## src/rtl/pit_bus_sequencer_if.sv

```systemverilog
// pit_bus_sequencer_if: request fields, status and 8254 bus pins
// shared between the sequencer and its requester.
interface pit_bus_sequencer_if;
  logic        req;
  logic        op;
  logic [1:0]  chan;
  logic [1:0]  rw;
  logic [2:0]  mode;
  logic        bcd;
  logic [15:0] count;
  logic [7:0]  data_in;
  logic        busy;
  logic        done;
  logic        err;
  logic [15:0] rd_value;
  logic        cs_n;
  logic        wr_n;
  logic        rd_n;
  logic        a1;
  logic        a0;
  logic [7:0]  data_out;
  logic        data_oe;

  modport master (
    output req, op, chan, rw, mode, bcd, count, data_in,
    input  busy, done, err, rd_value,
    input  cs_n, wr_n, rd_n, a1, a0, data_out, data_oe
  );

  modport slave (
    input  req, op, chan, rw, mode, bcd, count, data_in,
    output busy, done, err, rd_value,
    output cs_n, wr_n, rd_n, a1, a0, data_out, data_oe
  );
endinterface

```

## src/rtl/pit_bus_sequencer.sv

```systemverilog
// pit_bus_sequencer: turns program / latch-read requests into
// 8254 PIT bus cycles (control word, then data bytes).
module pit_bus_sequencer #(
  parameter int WR_WIDTH = 2,
  parameter int GAP      = 1
) (
  input logic                clk,
  input logic                rst_n,
  pit_bus_sequencer_if.slave bus
);
  localparam logic [2:0] S_IDLE   = 3'd0;
  localparam logic [2:0] S_SETUP  = 3'd1;
  localparam logic [2:0] S_STROBE = 3'd2;
  localparam logic [2:0] S_HOLD   = 3'd3;
  localparam logic [2:0] S_GAPW   = 3'd4;
  localparam logic [2:0] S_DONE   = 3'd5;

  localparam logic [3:0] WR_LAST = 4'(WR_WIDTH - 1);
  localparam logic [3:0] GAP_LAST =
    4'((GAP > 0) ? GAP - 1 : 0);

  logic [2:0]  state;
  logic [1:0]  idx;
  logic [3:0]  tmr;
  logic        op_q;
  logic [1:0]  chan_q;
  logic [1:0]  rw_q;
  logic [2:0]  mode_q;
  logic        bcd_q;
  logic [15:0] cnt_q;
  logic [7:0]  lsb_q;
  logic [7:0]  msb_q;
  logic [15:0] rd_q;
  logic        err_q;

  logic        illegal;
  logic        cur_rd;
  logic        use_msb;
  logic        active;
  logic [1:0]  last_idx;
  logic [1:0]  cur_addr;
  logic [7:0]  ctrl_byte;
  logic [7:0]  cur_data;

  assign illegal  = (bus.chan == 2'd3) ||
                    (!bus.op && bus.rw == 2'b00);
  assign cur_rd   = op_q && (idx != 2'd0);
  assign last_idx = (op_q || rw_q == 2'b11) ? 2'd2 : 2'd1;
  assign cur_addr = (idx == 2'd0) ? 2'b11 : chan_q;
  // A lone MSB write is the second byte, not the third.
  assign use_msb  = (idx == 2'd2) ||
                    (idx == 2'd1 && rw_q == 2'b10);
  assign active   = (state == S_SETUP) ||
                    (state == S_STROBE) ||
                    (state == S_HOLD);

  always_comb begin
    ctrl_byte = op_q ? {chan_q, 6'b0}
                     : {chan_q, rw_q, mode_q, bcd_q};
    unique case (1'b1)
      idx == 2'd0: cur_data = ctrl_byte;
      use_msb:     cur_data = cnt_q[15:8];
      default:     cur_data = cnt_q[7:0];
    endcase
  end

  always_ff @(posedge clk) begin
    if (!rst_n) begin
      state  <= S_IDLE;
      idx    <= 2'd0;
      tmr    <= 4'd0;
      op_q   <= 1'b0;
      chan_q <= 2'd0;
      rw_q   <= 2'd0;
      mode_q <= 3'd0;
      bcd_q  <= 1'b0;
      cnt_q  <= 16'd0;
      lsb_q  <= 8'd0;
      msb_q  <= 8'd0;
      rd_q   <= 16'd0;
      err_q  <= 1'b0;
    end else begin
      err_q <= 1'b0;
      case (state)
        S_IDLE: begin
          if (bus.req) begin
            if (illegal) begin
              err_q <= 1'b1;
            end else begin
              op_q   <= bus.op;
              chan_q <= bus.chan;
              rw_q   <= bus.rw;
              mode_q <= bus.mode;
              bcd_q  <= bus.bcd;
              cnt_q  <= bus.count;
              idx    <= 2'd0;
              state  <= S_SETUP;
            end
          end
        end
        S_SETUP: begin
          tmr   <= WR_LAST;
          state <= S_STROBE;
        end
        S_STROBE: begin
          if (tmr == 4'd0) begin
            if (cur_rd) begin
              if (idx == 2'd1) lsb_q <= bus.data_in;
              else             msb_q <= bus.data_in;
            end
            state <= S_HOLD;
          end else begin
            tmr <= tmr - 4'd1;
          end
        end
        S_HOLD: begin
          if (idx == last_idx) begin
            if (op_q) rd_q <= {msb_q, lsb_q};
            state <= S_DONE;
          end else begin
            idx <= idx + 2'd1;
            if (GAP == 0) begin
              state <= S_SETUP;
            end else begin
              tmr   <= GAP_LAST;
              state <= S_GAPW;
            end
          end
        end
        S_GAPW: begin
          if (tmr == 4'd0) state <= S_SETUP;
          else             tmr   <= tmr - 4'd1;
        end
        S_DONE:  state <= S_IDLE;
        default: state <= S_IDLE;
      endcase
    end
  end

  assign bus.busy     = (state != S_IDLE);
  assign bus.done     = (state == S_DONE);
  assign bus.err      = err_q;
  assign bus.rd_value = rd_q;
  assign bus.cs_n     = !active;
  assign bus.wr_n     = !(state == S_STROBE && !cur_rd);
  assign bus.rd_n     = !(state == S_STROBE && cur_rd);
  assign bus.a1       = active ? cur_addr[1] : 1'b0;
  assign bus.a0       = active ? cur_addr[0] : 1'b0;
  assign bus.data_out = (active && !cur_rd) ? cur_data : 8'd0;
  assign bus.data_oe  = active && !cur_rd;
endmodule

```

## src/flat_wrapper.sv

```systemverilog
// flat-port wrapper written by rule: the top's interface ports become plain ports
module pit_bus_sequencer_flat 
#(
  parameter int WR_WIDTH = 2,
  parameter int GAP      = 1
)
  (clk, rst_n, bus_req, bus_op, bus_chan, bus_rw, bus_mode, bus_bcd, bus_count, bus_data_in, bus_busy, bus_done, bus_err, bus_rd_value, bus_cs_n, bus_wr_n, bus_rd_n, bus_a1, bus_a0, bus_data_out, bus_data_oe);
  pit_bus_sequencer_if bus_i ();
  input logic clk;
  input logic rst_n;
  input wire logic [$bits(bus_i.req)-1:0] bus_req;
  input wire logic [$bits(bus_i.op)-1:0] bus_op;
  input wire logic [$bits(bus_i.chan)-1:0] bus_chan;
  input wire logic [$bits(bus_i.rw)-1:0] bus_rw;
  input wire logic [$bits(bus_i.mode)-1:0] bus_mode;
  input wire logic [$bits(bus_i.bcd)-1:0] bus_bcd;
  input wire logic [$bits(bus_i.count)-1:0] bus_count;
  input wire logic [$bits(bus_i.data_in)-1:0] bus_data_in;
  output wire logic [$bits(bus_i.busy)-1:0] bus_busy;
  output wire logic [$bits(bus_i.done)-1:0] bus_done;
  output wire logic [$bits(bus_i.err)-1:0] bus_err;
  output wire logic [$bits(bus_i.rd_value)-1:0] bus_rd_value;
  output wire logic [$bits(bus_i.cs_n)-1:0] bus_cs_n;
  output wire logic [$bits(bus_i.wr_n)-1:0] bus_wr_n;
  output wire logic [$bits(bus_i.rd_n)-1:0] bus_rd_n;
  output wire logic [$bits(bus_i.a1)-1:0] bus_a1;
  output wire logic [$bits(bus_i.a0)-1:0] bus_a0;
  output wire logic [$bits(bus_i.data_out)-1:0] bus_data_out;
  output wire logic [$bits(bus_i.data_oe)-1:0] bus_data_oe;
  assign bus_i.req = bus_req;
  assign bus_i.op = bus_op;
  assign bus_i.chan = bus_chan;
  assign bus_i.rw = bus_rw;
  assign bus_i.mode = bus_mode;
  assign bus_i.bcd = bus_bcd;
  assign bus_i.count = bus_count;
  assign bus_i.data_in = bus_data_in;
  assign bus_busy = bus_i.busy;
  assign bus_done = bus_i.done;
  assign bus_err = bus_i.err;
  assign bus_rd_value = bus_i.rd_value;
  assign bus_cs_n = bus_i.cs_n;
  assign bus_wr_n = bus_i.wr_n;
  assign bus_rd_n = bus_i.rd_n;
  assign bus_a1 = bus_i.a1;
  assign bus_a0 = bus_i.a0;
  assign bus_data_out = bus_i.data_out;
  assign bus_data_oe = bus_i.data_oe;
  pit_bus_sequencer #(.WR_WIDTH(WR_WIDTH), .GAP(GAP)) u_core (.clk(clk), .rst_n(rst_n), .bus(bus_i));
endmodule
```

## config.mk

```make
export PLATFORM = sky130hd
export DESIGN_NAME = pit_bus_sequencer_flat
export DESIGN_NICKNAME = d
export VERILOG_FILES = /design/src/rtl/pit_bus_sequencer_if.sv /design/src/rtl/pit_bus_sequencer.sv /design/src/flat_wrapper.sv
export SDC_FILE = /design/constraint.sdc
export NUM_CORES = 1
export LEC_CHECK = 0
export ABC_CLOCK_PERIOD_IN_PS = 2400
export CAP_MARGIN = 20
export CELL_PAD_IN_SITES_DETAIL_PLACEMENT = 1
export CELL_PAD_IN_SITES_GLOBAL_PLACEMENT = 1
export CORE_MARGIN = 1.5
export CORE_UTILIZATION = 35
export DETAILED_ROUTE_END_ITERATION = 7
export GPL_ROUTABILITY_DRIVEN = 0
export PLACE_DENSITY = 0.75
export SLEW_MARGIN = 20
export SYNTH_ARGS = -nofsm -noshare
export SYNTH_HDL_FRONTEND = slang
export SYNTH_SLANG_ARGS = --single-unit
```

## constraint.sdc

```tcl
create_clock -name clk -period 2.4 [get_ports clk]
set_input_delay 0.48 -clock clk [delete_from_list [all_inputs] [get_ports clk]]
set_output_delay 0.48 -clock clk [all_outputs]
set_load 0.02 [all_outputs]
```

; ---- After elaboration in Yosys (flattened, before gate mapping)
; Cells that the tools add are included.
[totals]
regBits = 67
latchBits = 0
ramBits = 0
rom_bits = 0
inputBits = 36
wordCells = 88
mem_count = 0
[op_classes]
addsub = 2
n_mul = 0
n_div = 0
magnitude_cmp = 0
eq_ne = 17
n_shift = 0
muxes = 21
bitwise = 2
n_reduce_logical = 33
[ops]
columns = op, n
row1 = $pmux 8 s2, 1
row2 = $reduce_and 4->1, 4
row3 = $pmux 3 s5, 1
row4 = $mux 3, 4
row5 = $pmux 4 s3, 1
row6 = $reduce_and 3->1, 4
row7 = $mux 2, 5
row8 = $eq 2x2->1 const B, 4
row9 = $mux 4, 2
row10 = $mux 8, 1
row11 = $ne 2x2->1 const B, 4
row12 = $eq 3x2->1 const B, 2
row13 = $eq 3x3->1 const B, 2
row14 = $logic_and 1x1->1, 6
row15 = $mux 6, 1
row16 = $reduce_bool 3->1, 2
row17 = $logic_not 1->1, 5
row18 = $logic_or 1x1->1, 5
row19 = $logic_not 2->1, 2
row20 = $logic_not 4->1, 1
row21 = $mux 1, 4
row22 = $ne 2x1->1 const B, 2
row23 = $pmux 2 s2, 1
row24 = $reduce_bool 2->1, 2
row25 = other kinds (8), 9

; ---- Logic depth before layout (Yosys ltp)
[depth]
ltp_word = 6
mapped_depth = 7
ltp_nobuf = 6

; ---- Least setup slack after synthesis
; OpenSTA, ideal clock, no wires.
[synth_timing]
kind = flip-flop to output port
start = register u_core.idx[0]
end = output bus_data_out[0]
arrival_time_ns = 1.801
required_time_ns = 1.920
path_slack_ns = 0.119
stages_incl_launch_ff = 6
path_cell_list = dfxtp_1 -> inv_1 -> ha_1 -> a311oi_1 -> a222oi_1 -> nor2_1
[synth_between]
elab_chain_cells = 5
word_cells_on_any_way = 11
[synth_lines]
columns = element, line
row1 = from (decl), pit_bus_sequencer.sv:23  ; logic [1:0] idx;
row2 = from (signal assigned), pit_bus_sequencer.sv:121  ; idx <= idx + 2'd1;
row3 = $eq 2x1->1 / $reduce_bool 2->1 (equally long branches), "pit_bus_sequencer.sv:52, pit_bus_sequencer.sv:47"
row4 = "$logic_and 1x1->1, on equally long branches", "pit_bus_sequencer.sv:52, pit_bus_sequencer.sv:47"
row5 = $logic_or 1x1->1 / $logic_not 1->1 (equally long branches), "pit_bus_sequencer.sv:51, pit_bus_sequencer.sv:149"
row6 = $pmux 8 s2 / $logic_and 1x1->1 (equally long branches), "pit_bus_sequencer.sv:60, pit_bus_sequencer.sv:149"
row7 = $mux 8 (*), pit_bus_sequencer.sv:149  ; assign bus.data_out = (active && !cur_rd) ? cur_data : 8'd0;
row8 = to (decl), flat_wrapper.sv:28  ; output wire logic [$bits(bus_i.data_out)-1:0] bus_data_out;
; Every way passes the cells marked *; elsewhere a longest branch is shown, timed or not.

; ---- Worst setup path after layout
[layout_timing]
start = register u_core.idx[1]
end = output bus_data_out[2]
; The elaborated chain is that of the path after synthesis.

==> flow_results.org <==
** Cells and area
- The number of antenna diodes in the final layout is 0.
- Final net count :: 478
- From synthesis to final layout, the design area changed by 41.25%.
- Fraction of final layout cells sized beyond drive strength 1 :: 0.1516
- Final core utilization :: 0.5151

** Worst hold path
- Cells on Worst Hold Path :: 2
- Worst Hold End :: u_core.bus.rd_value[5]
- Hold Path Origin :: u_core.lsb_q[5]
- The tightest min-delay check is of the register to register type.

** Routing
- DRT Pass-1 Iters :: 4
- The final route contains 2,763 vias.
- Starting DRT DRC Count :: 117
- In this run the remaining antenna-violating nets after routing total 0.
- DRC :: 0
- Average routed wire per standard cell :: 15.47 um
- Avg Vias per Cell :: 5.079
- Final wirelength :: 8416 um

** Worst setup path
- Worst R2R Setup Slack :: 0.60 ns
- By startpoint and endpoint, the worst setup path is classified as register to primary output.
- Endpoint of the lowest-slack register-to-register path :: u_core.state[0]
- Data arrives at the worst endpoint at 1.87 ns.
- Sort of element at the end of the critical path :: primary output
- Crit-path max FO :: 6
- Depth of the most critical reg-to-reg path :: 6
- In this run the critical register-to-register path is launched from u_core.tmr[0].
- Required @ worst endpoint :: 1.92 ns
- The worst setup path is launched from a register.
- The largest individual stage delay along the critical path comes from the cell sky130_fd_sc_hd__dfxtp_4.
- Worst stage delay on the critical path :: 0.37 ns
- The signal on the critical path passes through inv_4, ha_4, a311oi_2, buf_4, buf_6, a222oi_1, nor2_1, buf_4.
- Most used cell along the critical path :: sky130_fd_sc_hd__buf_4

** Global route
- For this run, the total global-route usage over all layers was measured as 0.2010.
- Sum of overflow across all layers after global routing :: 0
- Antenna violations before repair :: 0
- The first global-routing pass estimated 13,450 um of wire.
- Maximum number of pins on one net before global-route repair :: 35
- Number of global-route vias before repair :: 2,805

** Yosys
- The cell count after synthesis came out at 356.
- Portion of synthesized cell area occupied by the leading cell type :: 0.4735
- After synthesis the cells add up to 2833 um^2.
- The most used flip-flop cell after synthesis is sky130_fd_sc_hd__dfxtp_1.
- Proportion of synthesized flip-flops having asynchronous set or reset :: 0
- Number of distinct library cell variants in the gate-level netlist after synthesis :: 43
- Post-synthesis area per instance :: 7.957 um^2
- In the post-synthesis netlist, the biggest area contributors are sky130_fd_sc_hd__dfxtp_1 47%, sky130_fd_sc_hd__nand2_1 13%, sky130_fd_sc_hd__a21oi_1 8.1%.
- Of the synthesized area, sequential elements account for 0.4735.
- In this run, synthesis inferred 0 flip-flops with an integrated enable.
- Net count after synthesis :: 397
- The synthesized design spends more area on one cell type than any other, namely sky130_fd_sc_hd__dfxtp_1.
- Warnings from Yosys :: 0
- Synthesized flop and latch total :: 67

** Power and ir drop
- Worst IR Drop VDD :: 0.3022 mV
- Leak :: 1.462 nW
- Power spread over the standard cell area amounts to 800.4 nW/um^2.
- Total power of the final layout :: 3.203 mW

** STA
- The final-report hold violation count came to 0.
- At the pin with the least slew margin, the transition time is 0.6439 ns.
- In the finished design, the share of the clock period the worst path needs comes to 0.9791.
- Headroom to the max-slew limit came out at 0.5695.
- The number of max-slew violations in the final report came to 0.
- Setup repair after global routing could not meet its margin everywhere.
- For the final routed database, the setup TNS stands at 0 ns.
- Based on the critical path, the design can be clocked at up to 0.4256 GHz.
- Final Skew :: 0.008398 ns
- Minimum clock period after layout :: 2.350 ns
- The worst path meets setup with 0.05021 ns of slack.
- Setup violations remaining at the end of the flow were counted as 0.

** Job
- The tool flagged a number of max-cap violations equal to 0.

** Clock tree
- Total number of clock tree sinks :: 67
- The clock reaches the later pin of the worst-skew pair after 0.35 ns.
- Clock root buffer master :: sky130_fd_sc_hd__clkbuf_8
- Counting along the longest clock path gives a buffer depth of 2.
- After clock tree synthesis, the clock-pin slew on the worst setup and hold paths is 0.08 ns.
- TritonCTS clock tree :: built
- In this run the number of H-tree levels came out at 3.
- In this run, CTS created clock tree buffers numbering 9.

** Placed design
- Worst setup slack after placement :: -0.1122 ns
- HPWL after DPL :: 5855 um
- Total of buffers placed on input and output ports :: 68

** Die
- The floorplan has 32 rows.
- Core area :: 7767 um^2
- In this run the vertical extent of the chip is 92.97 um.
- Ports placed on the boundary :: 69
- For this configuration, the core starts out at a cell density of 0.3647.
- The floorplan step defined a die boundary enclosing 8642 um^2.
- Measured along the x axis, the die boundary spans 92.97 um.

** Outcome
- The flow ran to the end, and the final reports show no timing, DRC or antenna violations.
layout by cell type (no fill, tap or decap), drive strengths merged, types with 2 or more instances in the layout:
cell,count
dfxtp,67
bufinv,2
clkinv,2
nand2b,2
a22oi,2
inv,10
mux2i,3
clkdlybuf4s50,55
buf,32
xnor2,3
dlygate4sd2,5
a21oi,46
o21ai,19
ha,5
nor2b,4
nor2,15
nand3,20
nor3b,3
clkbuf,9
and3,4
a31oi,2
nor3,6
or3,4
nand2,98
a222oi,6
layout make-up:
cell class              count  area (um^2)
clock buffers               9        123.9
multi-input cells         259         1424
inverters                   8        37.54
clock inverters             7        98.84
fillers                   952         3766
well taps                 102        127.6
repair buffers             92        840.8
flip-flops and latches     67         1349
cells by family (layout without fill, tap and decap cells):
family / after synthesis / after routing / share of synthesized area
and+or+nand+nor: 165 / 165 / 0.2663
AOI/OAI and AO/OA: 81 / 81 / 0.1643
DFF: 67 / 67 / 0.4735
buffers and inverters: 30 / 116 / 0.04638
adders and majority gates: 6 / 6 / 0.02562
muxes: 4 / 4 / 0.01458
xor gates and xnor gates: 3 / 3 / 0.009277
routing by layer:
layer / wire [um] / track usage
met3: 257 / 0.03859
met4: 159 / 0.1048
met5: 0 / 0
met2: 4112 / 0.3376
met1: 3887 / 0.2416
synthesized netlist by cell type (2+ instances only):
| library cell | number |
|---|---|
| sky130_fd_sc_hd__nand2_1 | 98 |
| sky130_fd_sc_hd__or3_1 | 4 |
| sky130_fd_sc_hd__mux2i_1 | 3 |
| sky130_fd_sc_hd__nand3_1 | 20 |
| sky130_fd_sc_hd__nor2b_1 | 4 |
| sky130_fd_sc_hd__nor3b_2 | 2 |
| sky130_fd_sc_hd__inv_1 | 7 |
| sky130_fd_sc_hd__and3_1 | 4 |
| sky130_fd_sc_hd__a22oi_1 | 2 |
| sky130_fd_sc_hd__buf_2 | 7 |
| sky130_fd_sc_hd__o21ai_1 | 16 |
| sky130_fd_sc_hd__nand2b_1 | 2 |
| sky130_fd_sc_hd__clkbuf_1 | 14 |
| sky130_fd_sc_hd__a31oi_1 | 2 |
| sky130_fd_sc_hd__o21ai_0 | 3 |
| sky130_fd_sc_hd__dfxtp_1 | 67 |
| sky130_fd_sc_hd__ha_1 | 5 |
| sky130_fd_sc_hd__a21oi_1 | 46 |
| sky130_fd_sc_hd__nor2_1 | 15 |
| sky130_fd_sc_hd__xnor2_1 | 3 |
| sky130_fd_sc_hd__nor3_1 | 5 |
| sky130_fd_sc_hd__a222oi_1 | 6 |
where the power goes:
| group | total [mW] | switching (mW) | internal (mW) |
|---|---|---|---|
| Combinational | 0.886 | 0.502 | 0.384 |
| Clock | 1.08 | 0.484 | 0.592 |
| Sequential | 1.24 | 0.0561 | 1.18 |
| Total | 3.20 | 1.04 | 2.16 |
state kept, by name, indices dropped and copies added (netlist names):
name and count:
u_core.idx 2, u_core.lsb_q 8, u_core.msb_q 8, u_core.mode_q 3, u_core.bus.err 1, u_core.bcd_q 1, u_core.bus.rd_value 16, u_core.rw_q 2
u_core.chan_q 2, u_core.state 3, u_core.op_q 1, u_core.cnt_q 16, u_core.tmr 4
through the flow:
stage	area (um^2)	hold slack, ns	instances
3_5_place_dp	3692	0.4463	524
6_report	4001	0.4565	544
2_1_floorplan	2833	0.4321	356
4_1_cts	3924	0.4623	542
5_1_grt	4001	0.4725	544
3_3_place_gp	3692	0.4416	524
worst max path at each step:
| stage | startpoint | cells after the start | slack (ns) | endpoint |
|---|---|---|---|---|
| floorplan | u_core.idx[0] | 5 | 0.12 | bus_data_out[0] |
| global placement | u_core.idx[0] | 7 | 0.01 | bus_data_out[4] |
| detailed placement | u_core.idx[0] | 7 | -0.11 | bus_data_out[1] |
| CTS | u_core.idx[1] | 8 | -0.01 | bus_data_out[5] |
| global route | u_core.idx[1] | 8 | -0.05 | bus_data_out[2] |
| finish | u_core.idx[1] | 8 | 0.05 | bus_data_out[2] |
timing repair:
item / CTS / global route
cloned: 0 / 0
hold buffers: 0 / 0
pin swaps: 3 / 5
setup buffers: 2 / 2
endpoints found under the setup margin: 13 / 8
resized for setup: 50 / 11
worst max-delay path: cells and delay by family, from the launching register on:
kind,cells,cell delay [ns]
and+or+nand+nor,1,0.09
DFF,1,0.37
adders and majority gates,1,0.15
buffers and inverters,4,0.53
AOI/OAI and AO/OA,2,0.38
Power figures use the tool's default switching activity.
